`src/rtl/i2c_reg_bank.sv`:
```
// I2C target exposing NUM_REGS 8-bit registers at one device address.
// Supports a register pointer, auto-increment, repeated-start reads and a local host write port.
//
// state      | meaning
// S_IDLE     | ignoring the bus until the next START
// S_ADDR     | shifting in the address byte
// S_ACK_ADDR | driving ACK for a matched address
// S_PTR      | shifting in the register pointer byte
// S_ACK_PTR  | ACK (pointer in range) or NACK (out of range)
// S_WRITE    | shifting in a data byte
// S_ACK_WR   | driving ACK; register commits at the end of this bit
// S_READ     | shifting out register[ptr], MSB first
// S_RACK     | sampling the controller ACK/NACK
module i2c_reg_bank #(
    parameter int         FILTER_LEN = 4,
    parameter logic [6:0] DEV_ADDR   = 7'h70,
    parameter int         NUM_REGS   = 8,
    parameter logic [7:0] RESET_VAL  = 8'h00,
    parameter int         PTR_W      = $clog2(NUM_REGS)
) (
    input  logic                  clk,
    input  logic                  rst_n,
    input  logic                  scl_i,
    output logic                  scl_o,
    output logic                  scl_t,
    input  logic                  sda_i,
    output logic                  sda_o,
    output logic                  sda_t,
    input  logic                  host_wr_en,
    input  logic [PTR_W-1:0]      host_wr_addr,
    input  logic [7:0]            host_wr_data,
    output logic [8*NUM_REGS-1:0] regs_out,
    output logic                  bus_wr_strobe,
    output logic [PTR_W-1:0]      bus_wr_addr,
    output logic                  busy,
    output logic                  bus_active
);

    typedef enum logic [3:0] {
        S_IDLE, S_ADDR, S_ACK_ADDR, S_PTR, S_ACK_PTR, S_WRITE, S_ACK_WR, S_READ, S_RACK
    } state_t;

    localparam logic [PTR_W-1:0] PTR_MAX = PTR_W'(NUM_REGS - 1);

    logic [FILTER_LEN-1:0] scl_sh_q, scl_sh_d, sda_sh_q, sda_sh_d;
    logic                  scl_f_q, scl_f_d, sda_f_q, sda_f_d;
    state_t                state_q, state_d;
    logic [3:0]            bit_cnt_q, bit_cnt_d;
    logic [7:0]            rx_q, rx_d;
    logic [6:0]            tx_q, tx_d;
    logic [PTR_W-1:0]      ptr_q, ptr_d, ptr_inc;
    logic                  rw_q, rw_d, ptr_ok_q, ptr_ok_d, mack_q, mack_d;
    logic                  sda_o_q, sda_o_d, busy_q, busy_d, bus_active_q, bus_active_d;
    logic                  wr_strobe_q, wr_strobe_d;
    logic [PTR_W-1:0]      wr_addr_q, wr_addr_d;
    logic [7:0]            regs_q [NUM_REGS];
    logic [7:0]            regs_d [NUM_REGS];
    logic                  scl_rise, scl_fall, start_det, stop_det, bus_we;

    // Filtered level only moves once every sample in the window agrees.
    always_comb begin
        scl_sh_d = {scl_sh_q[FILTER_LEN-2:0], scl_i};
        sda_sh_d = {sda_sh_q[FILTER_LEN-2:0], sda_i};
        scl_f_d  = scl_f_q;
        sda_f_d  = sda_f_q;
        if (&scl_sh_q)       scl_f_d = 1'b1;
        else if (~|scl_sh_q) scl_f_d = 1'b0;
        if (&sda_sh_q)       sda_f_d = 1'b1;
        else if (~|sda_sh_q) sda_f_d = 1'b0;
    end

    assign scl_rise  = ~scl_f_q & scl_f_d;
    assign scl_fall  = scl_f_q & ~scl_f_d;
    assign start_det = scl_f_q & scl_f_d & sda_f_q & ~sda_f_d;
    assign stop_det  = scl_f_q & scl_f_d & ~sda_f_q & sda_f_d;
    assign ptr_inc   = (ptr_q == PTR_MAX) ? '0 : ptr_q + 1'b1;

    always_comb begin
        state_d      = state_q;
        bit_cnt_d    = bit_cnt_q;
        rx_d         = rx_q;
        tx_d         = tx_q;
        ptr_d        = ptr_q;
        rw_d         = rw_q;
        ptr_ok_d     = ptr_ok_q;
        mack_d       = mack_q;
        sda_o_d      = sda_o_q;
        busy_d       = busy_q;
        bus_active_d = bus_active_q;
        wr_strobe_d  = 1'b0;
        wr_addr_d    = wr_addr_q;
        bus_we       = 1'b0;

        if (start_det) begin
            state_d      = S_ADDR;
            bit_cnt_d    = '0;
            sda_o_d      = 1'b1;
            bus_active_d = 1'b1;
        end else if (stop_det) begin
            state_d      = S_IDLE;
            sda_o_d      = 1'b1;
            busy_d       = 1'b0;
            bus_active_d = 1'b0;
        end else begin
            if (scl_rise) begin
                case (state_q)
                    S_ADDR, S_PTR, S_WRITE: begin
                        rx_d      = {rx_q[6:0], sda_f_q};
                        bit_cnt_d = bit_cnt_q + 4'd1;
                    end
                    S_READ:  bit_cnt_d = bit_cnt_q + 4'd1;
                    S_RACK:  mack_d = sda_f_q;
                    default: ;
                endcase
            end
            if (scl_fall) begin
                case (state_q)
                    S_ADDR: if (bit_cnt_q == 4'd8) begin
                        bit_cnt_d = '0;
                        if (rx_q[7:1] == DEV_ADDR) begin
                            state_d = S_ACK_ADDR;
                            sda_o_d = 1'b0;
                            busy_d  = 1'b1;
                            rw_d    = rx_q[0];
                        end else begin
                            state_d = S_IDLE;
                            busy_d  = 1'b0;
                        end
                    end
                    S_ACK_ADDR, S_RACK: begin
                        if (state_q == S_RACK && mack_q) begin
                            state_d = S_IDLE;
                            sda_o_d = 1'b1;
                            busy_d  = 1'b0;
                        end else if (state_q == S_ACK_ADDR && !rw_q) begin
                            state_d = S_PTR;
                            sda_o_d = 1'b1;
                        end else begin
                            state_d = S_READ;
                            tx_d    = regs_q[ptr_q][6:0];
                            sda_o_d = regs_q[ptr_q][7];
                            ptr_d   = ptr_inc;
                        end
                    end
                    S_PTR: if (bit_cnt_q == 4'd8) begin
                        bit_cnt_d = '0;
                        state_d   = S_ACK_PTR;
                        ptr_ok_d  = ({1'b0, rx_q} < 9'(NUM_REGS));
                        if ({1'b0, rx_q} < 9'(NUM_REGS)) begin
                            ptr_d   = rx_q[PTR_W-1:0];
                            sda_o_d = 1'b0;
                        end
                    end
                    S_ACK_PTR: begin
                        sda_o_d = 1'b1;
                        state_d = ptr_ok_q ? S_WRITE : S_IDLE;
                        busy_d  = ptr_ok_q;
                    end
                    S_WRITE: if (bit_cnt_q == 4'd8) begin
                        bit_cnt_d = '0;
                        state_d   = S_ACK_WR;
                        sda_o_d   = 1'b0;
                    end
                    S_ACK_WR: begin
                        state_d     = S_WRITE;
                        sda_o_d     = 1'b1;
                        bus_we      = 1'b1;
                        wr_strobe_d = 1'b1;
                        wr_addr_d   = ptr_q;
                        ptr_d       = ptr_inc;
                    end
                    S_READ: begin
                        if (bit_cnt_q == 4'd8) begin
                            bit_cnt_d = '0;
                            state_d   = S_RACK;
                            sda_o_d   = 1'b1;
                        end else begin
                            sda_o_d = tx_q[6];
                            tx_d    = {tx_q[5:0], 1'b0};
                        end
                    end
                    default: ;
                endcase
            end
        end
    end

    // Bus write is applied last so it wins a same-index collision with the host.
    always_comb begin
        regs_d = regs_q;
        if (host_wr_en && (int'(host_wr_addr) < NUM_REGS)) regs_d[host_wr_addr] = host_wr_data;
        if (bus_we) regs_d[ptr_q] = rx_q;
    end

    always_ff @(posedge clk or negedge rst_n) begin
        if (!rst_n) begin
            scl_sh_q     <= '1;
            sda_sh_q     <= '1;
            scl_f_q      <= 1'b1;
            sda_f_q      <= 1'b1;
            state_q      <= S_IDLE;
            bit_cnt_q    <= '0;
            rx_q         <= '0;
            tx_q         <= '0;
            ptr_q        <= '0;
            rw_q         <= 1'b0;
            ptr_ok_q     <= 1'b0;
            mack_q       <= 1'b1;
            sda_o_q      <= 1'b1;
            busy_q       <= 1'b0;
            bus_active_q <= 1'b0;
            wr_strobe_q  <= 1'b0;
            wr_addr_q    <= '0;
            regs_q       <= '{default: RESET_VAL};
        end else begin
            scl_sh_q     <= scl_sh_d;
            sda_sh_q     <= sda_sh_d;
            scl_f_q      <= scl_f_d;
            sda_f_q      <= sda_f_d;
            state_q      <= state_d;
            bit_cnt_q    <= bit_cnt_d;
            rx_q         <= rx_d;
            tx_q         <= tx_d;
            ptr_q        <= ptr_d;
            rw_q         <= rw_d;
            ptr_ok_q     <= ptr_ok_d;
            mack_q       <= mack_d;
            sda_o_q      <= sda_o_d;
            busy_q       <= busy_d;
            bus_active_q <= bus_active_d;
            wr_strobe_q  <= wr_strobe_d;
            wr_addr_q    <= wr_addr_d;
            regs_q       <= regs_d;
        end
    end

    for (genvar k = 0; k < NUM_REGS; k++) begin : g_out
        assign regs_out[8*k +: 8] = regs_q[k];
    end

    assign scl_o         = 1'b1;
    assign scl_t         = 1'b1;
    assign sda_o         = sda_o_q;
    assign sda_t         = sda_o_q;
    assign bus_wr_strobe = wr_strobe_q;
    assign bus_wr_addr   = wr_addr_q;
    assign busy          = busy_q;
    assign bus_active    = bus_active_q;

endmodule

```
`config.mk`:
```
export PLATFORM = sky130hd
export DESIGN_NAME = i2c_reg_bank
export DESIGN_NICKNAME = d
export VERILOG_FILES = /design/src/rtl/i2c_reg_bank.sv
export SDC_FILE = /design/constraint.sdc
export NUM_CORES = 1
export LEC_CHECK = 0
export CORE_MARGIN = 1
export CORE_UTILIZATION = 49
export CTS_BUF_LIST = sky130_fd_sc_hd__clkbuf_8
export CTS_CLUSTER_DIAMETER = 120
export CTS_CLUSTER_SIZE = 24
export DETAILED_ROUTE_END_ITERATION = 10
export PLACE_DENSITY_LB_ADDON = 0.2
export SYNTH_ARGS = -nofsm -noshare
export SYNTH_HDL_FRONTEND = slang
export SYNTH_SLANG_ARGS = --single-unit
```
`constraint.sdc`:
```
create_clock -name clk -period 3.9 [get_ports clk]
set_input_delay 0.78 -clock clk [delete_from_list [all_inputs] [get_ports clk]]
set_output_delay 0.78 -clock clk [all_outputs]
set_load 0.01 [all_outputs]
```
# Word level (Yosys, flattened, before mapping)
# Index checks and enable logic that the tools add are counted.
# classes
add_sub_neg	2
multipliers	0
div_mod_pow	0
n_lt_le_gt_ge	5
eq_ne	25
shifts	0
mux	68
bitwise	15
reduce_logical	31
# op_table
operator	count
$bwmux 64	2
$mux 64	2
$mux 4	14
$demux 8 s3	2
$mux 8	4
$pmux 4 s7	1
$mux 1	26
$bmux 8 s3	1
$mux 3	8
$ne 4x4->1 const B	6
$mux 7	3
$reduce_and 4->1	5
$eq 4x3->1 const B	4
$pmux 7 s2	1
$reduce_and 7->1	2
$ne 2x2->1 const B	6
$reduce_and 6->1	2
$reduce_or 4->1	3
$reduce_and 5->1	2
$pmux 3 s3	1
$reduce_bool 9->1	1
$eq 4x2->1 const B	2
$eq 4x4->1 const B	2
$ge 4x4->1 const B	2
23 further kinds	44
# word_totals
regBits	110
latch_bits	0
ram_bits	0
mem_bits_ro	0
in_bits	16
out_inout_bits	74
elab_cells	171
mem_count	0

# Logic depth before layout (Yosys ltp)
# depth
ltp_word	10
mapped_depth	8

# Least setup slack after synthesis
# Ideal clock, no wire load.
# synth_timing
path_type	input -> register
from	input port host_wr_addr[2]
to	register regs_q (netlist bit regs_out[32])
arrival_ns	1.888
t_required_ns	3.774
setup_slack_ns	1.886
path_stages	5
n_path_buf	2
cell_sequence	clkbuf_1 nor3b_1 buf_1 mux2i_1 a21oi_1
# synth_rtl
element	line_no	rtl
start: declaration	30	input logic [PTR_W-1:0] host_wr_addr,
end signal: assignment	233	regs_q <= regs_d;
end: declaration	56	logic [7:0] regs_q [NUM_REGS];

==> summary.txt <==
Final Hold Violating Endpoints -> 0
Die height -> 115 um
Top-level I/O count -> 90
Slew @ Worst Pin -> 1.15 ns
Distinct cells, synth -> 70
Worst min-delay path class -> flop to flop
# Post-CTS Setup Buffers -> 0
# nets final -> 682
CTS tree -> built
Fmax -> 0.386 GHz
R2R Setup Slk -> 1.42 ns
Pre-CTS setup slack -> 0.935 ns
Worst path max stage delay -> 0.93 ns
Outcome -> complete, no violations
Gr usage total -> 0.269
Minimum clock period -> 2.59 ns
Initial DRT Pass Iterations -> 5
Sequential share of the synthesized area -> 0.442
Critical path, cell by cell -> clkdlybuf4s50_1 > nand2b_1 > nor3b_2 > mux2i_1 > o21ai_0
Vias in the first global route -> 4,737
Worst hold slack -> 0.379 ns
Cell Area, Synth -> 6260 um2
Number of synthesized flops with an enable pin -> 0
CP max FO -> 8
Final worst slack -> 1.31 ns
Crit path kind -> primary input to flop
Setup crit end kind -> flop
Main synth FF type -> dfrtp_1
Hold path depth -> 0
Critical path buffers and inverters -> 1
Levels on crit path -> 5
Die area -> 13,200 um2
Slew margin rel. -> 0.230
ANT cells -> 0
First-pass GRT wire length -> 26.6 mm
Total gr overflow -> 0
Syn_area_per_cell -> 10.3 um2
Worst-case clock buffer depth -> 2
Gpl congestion -> 0.858
RSZ-0062 raised after global routing -> false
Core area -> 12,200 um2
Fin Setup TNS -> 0 ns
Synth-to-Final Area Change -> 16.9%
Crit path DAT -> 2.84 ns
Pins Over Slew Limit -> 0
Hold_buf cts -> 0
Clk sinks -> 110
Startpoint Class -> primary input
Post-CTS resize count -> 0
Worst Skew -> 0.0223 ns
Yosys warns -> 0
Pleak -> 0.00320 uW
CTS Buf Count -> 9
Gate Count Post-Synth -> 611
Fill cells -> 1,074
Starting Density -> 0.513
Post-DP HPWL -> 11.5 mm
Crit-path leading delay family -> simple AND/OR/NAND/NOR gates
Final setup viols -> 0
Vias -> 4,985
Fraction of registers with async set/reset -> 1.00
Required @ worst endpoint -> 4.15 ns
Initial DRC count -> 444
Die X -> 115 um
Pin count of the biggest net entering global routing -> 70
CTS clock-pin slew for the worst setup and hold paths -> 0.11 ns
IR Drop Worst-Case VDD -> 0.268 mV
Layout cells sized above 1 -> 0.135
H-tree depth -> 3
Worst-Skew Late Latency -> 0.40 ns
Reg2reg path depth -> 4
Final ANT Viol Nets -> 0
Max Cap Viol -> 0
IO buf count -> 87
Row count -> 40
Drt via density -> 5.97
# DRC -> 0
Initial antenna violation count -> 0
Yosys reg bits -> 110
Root Driver -> clkbuf_8
DR WL/cell -> 20.3 um
Total Wirelength -> 16.9 mm
Cell area power density -> 406 nW/um2
Worst path slowest cell -> nor3b_2
Final worst-path cycle share -> 0.664
worst register-to-register path, delay by kind of cell, from the launching register on:
kind	cells	cell delay, ns
AND/OR/NAND/NOR	3	1.26
flip-flops	1	0.83
AO/OA/AOI/OAI	1	0.23
power by group:
part	leakage [uW]	internal (uW)	switching, uW
clock network	0.0000931	275	416
logic	0.00179	449	333
registers	0.00132	1310	188
synth_stat cells, drive strengths merged (2+ instances only):
library cell / number / area [um2]
a211o: 3 / 26.3
and3b: 2 / 17.5
a21o: 2 / 15.0
nand2: 65 / 251
clkbuf: 12 / 45.0
o22ai: 5 / 31.3
dfrtp: 98 / 2450
mux4: 8 / 180
o21ai: 45 / 236
nor2b: 6 / 37.5
buf: 42 / 239
nor3b: 3 / 22.5
o31ai: 4 / 30.0
nor2: 55 / 206
or4: 2 / 18.8
nand3b: 4 / 30.0
a221oi: 4 / 35.0
nand4b: 5 / 73.8
o211ai: 5 / 37.5
o32ai: 2 / 17.5
inv: 8 / 35.0
nand4: 6 / 82.6
nor3: 11 / 92.6
nor4: 6 / 104
dfstp: 12 / 315
a22oi: 3 / 22.5
mux2i: 76 / 761
nand2b: 7 / 43.8
and3: 3 / 18.8
ha: 4 / 50.1
a31oi: 5 / 31.3
nand3: 11 / 80.1
a21oi: 48 / 244
mux2: 19 / 214
metrics by stage:
step | util | cell area (um2) | power (uW) | instances
final | 0.600 | 7320 | 2970 | 835
after global routing | 0.600 | 7320 | 3120 | 835
after CTS | 0.600 | 7320 | 2990 | 835
after detailed placement | 0.584 | 7130 | 2290 | 819
after global placement | 0.584 | 7130 | 2270 | 819
after floorplan | - | 6270 | 1830 | 612
per-layer routing:
metal | wire length [um] | GRT usage
met4 | 192 | 0.0649
met2 | 7790 | 0.406
met5 | 0 | 0
met1 | 7900 | 0.398
met3 | 1060 | 0.0564
cell type report:
class	count	area, um2	area share
inverter	8	35.0	0.00478
clock inverter	5	41.3	0.00564
tap	168	210	0.0287
sequential	110	2770	0.378
multi-input combinational	440	3190	0.436
timing repair buffer	93	926	0.126
clock buffer	11	151	0.0207
path summary, 6_finish.rpt:
path,startpoint,endpoint
max in group asynchronous,rst_n,sda_sh_q[3]
min in group asynchronous,rst_n,bit_cnt_q[2]
setup reg to reg,state_q[1],regs_out[9]
hold reg to reg,sda_sh_q[2],sda_sh_q[3]
hold / removal,sda_sh_q[2],sda_sh_q[3]
setup / recovery,host_wr_addr[1],regs_out[9]
state kept, by name (all words and copies together) (netlist names):
name / cells
regs_out: 64
rx_q: 8
tx_q: 7
bit_cnt_q: 4
scl_sh_q: 4
sda_sh_q: 4
state_q: 4
bus_wr_addr: 3
ptr_q: 3
bus_active: 1
bus_wr_strobe: 1
busy: 1
mack_q: 1
ptr_ok_q: 1
rw_q: 1
scl_f_q: 1
sda_f_q: 1
sda_o: 1
cell usage in the layout, fill, tap and decap left out, types with 6 or more instances in the layout:
| cell type | synthesis | layout |
|---|---|---|
| nand2_1 | 62 | 62 |
| buf_4 | 8 | 6 |
| inv_1 | 7 | 7 |
| o21ai_0 | 37 | 37 |
| nor3_1 | 6 | 6 |
| mux2_2 | 19 | 19 |
| clkbuf_8 | 0 | 11 |
| mux4_2 | 8 | 8 |
| nor2b_1 | 6 | 6 |
| nor2_1 | 55 | 55 |
| a21oi_1 | 47 | 47 |
| nand2b_1 | 7 | 7 |
| nand3_1 | 9 | 9 |
| clkdlybuf4s50_1 | 0 | 86 |
| dfrtp_1 | 98 | 98 |
| dfstp_2 | 12 | 12 |
| mux2i_1 | 76 | 76 |
cell families after synthesis:
group	synth area share
and+or+nand+nor	0.183
AOI/OAI and AO/OA	0.128
other	0.000599
xor gates and xnor gates	0.00280
DFF	0.442
muxes	0.184
buffers and inverters	0.0509
adders and majority gates	0.00799
(Power assumes the default switching activity.)
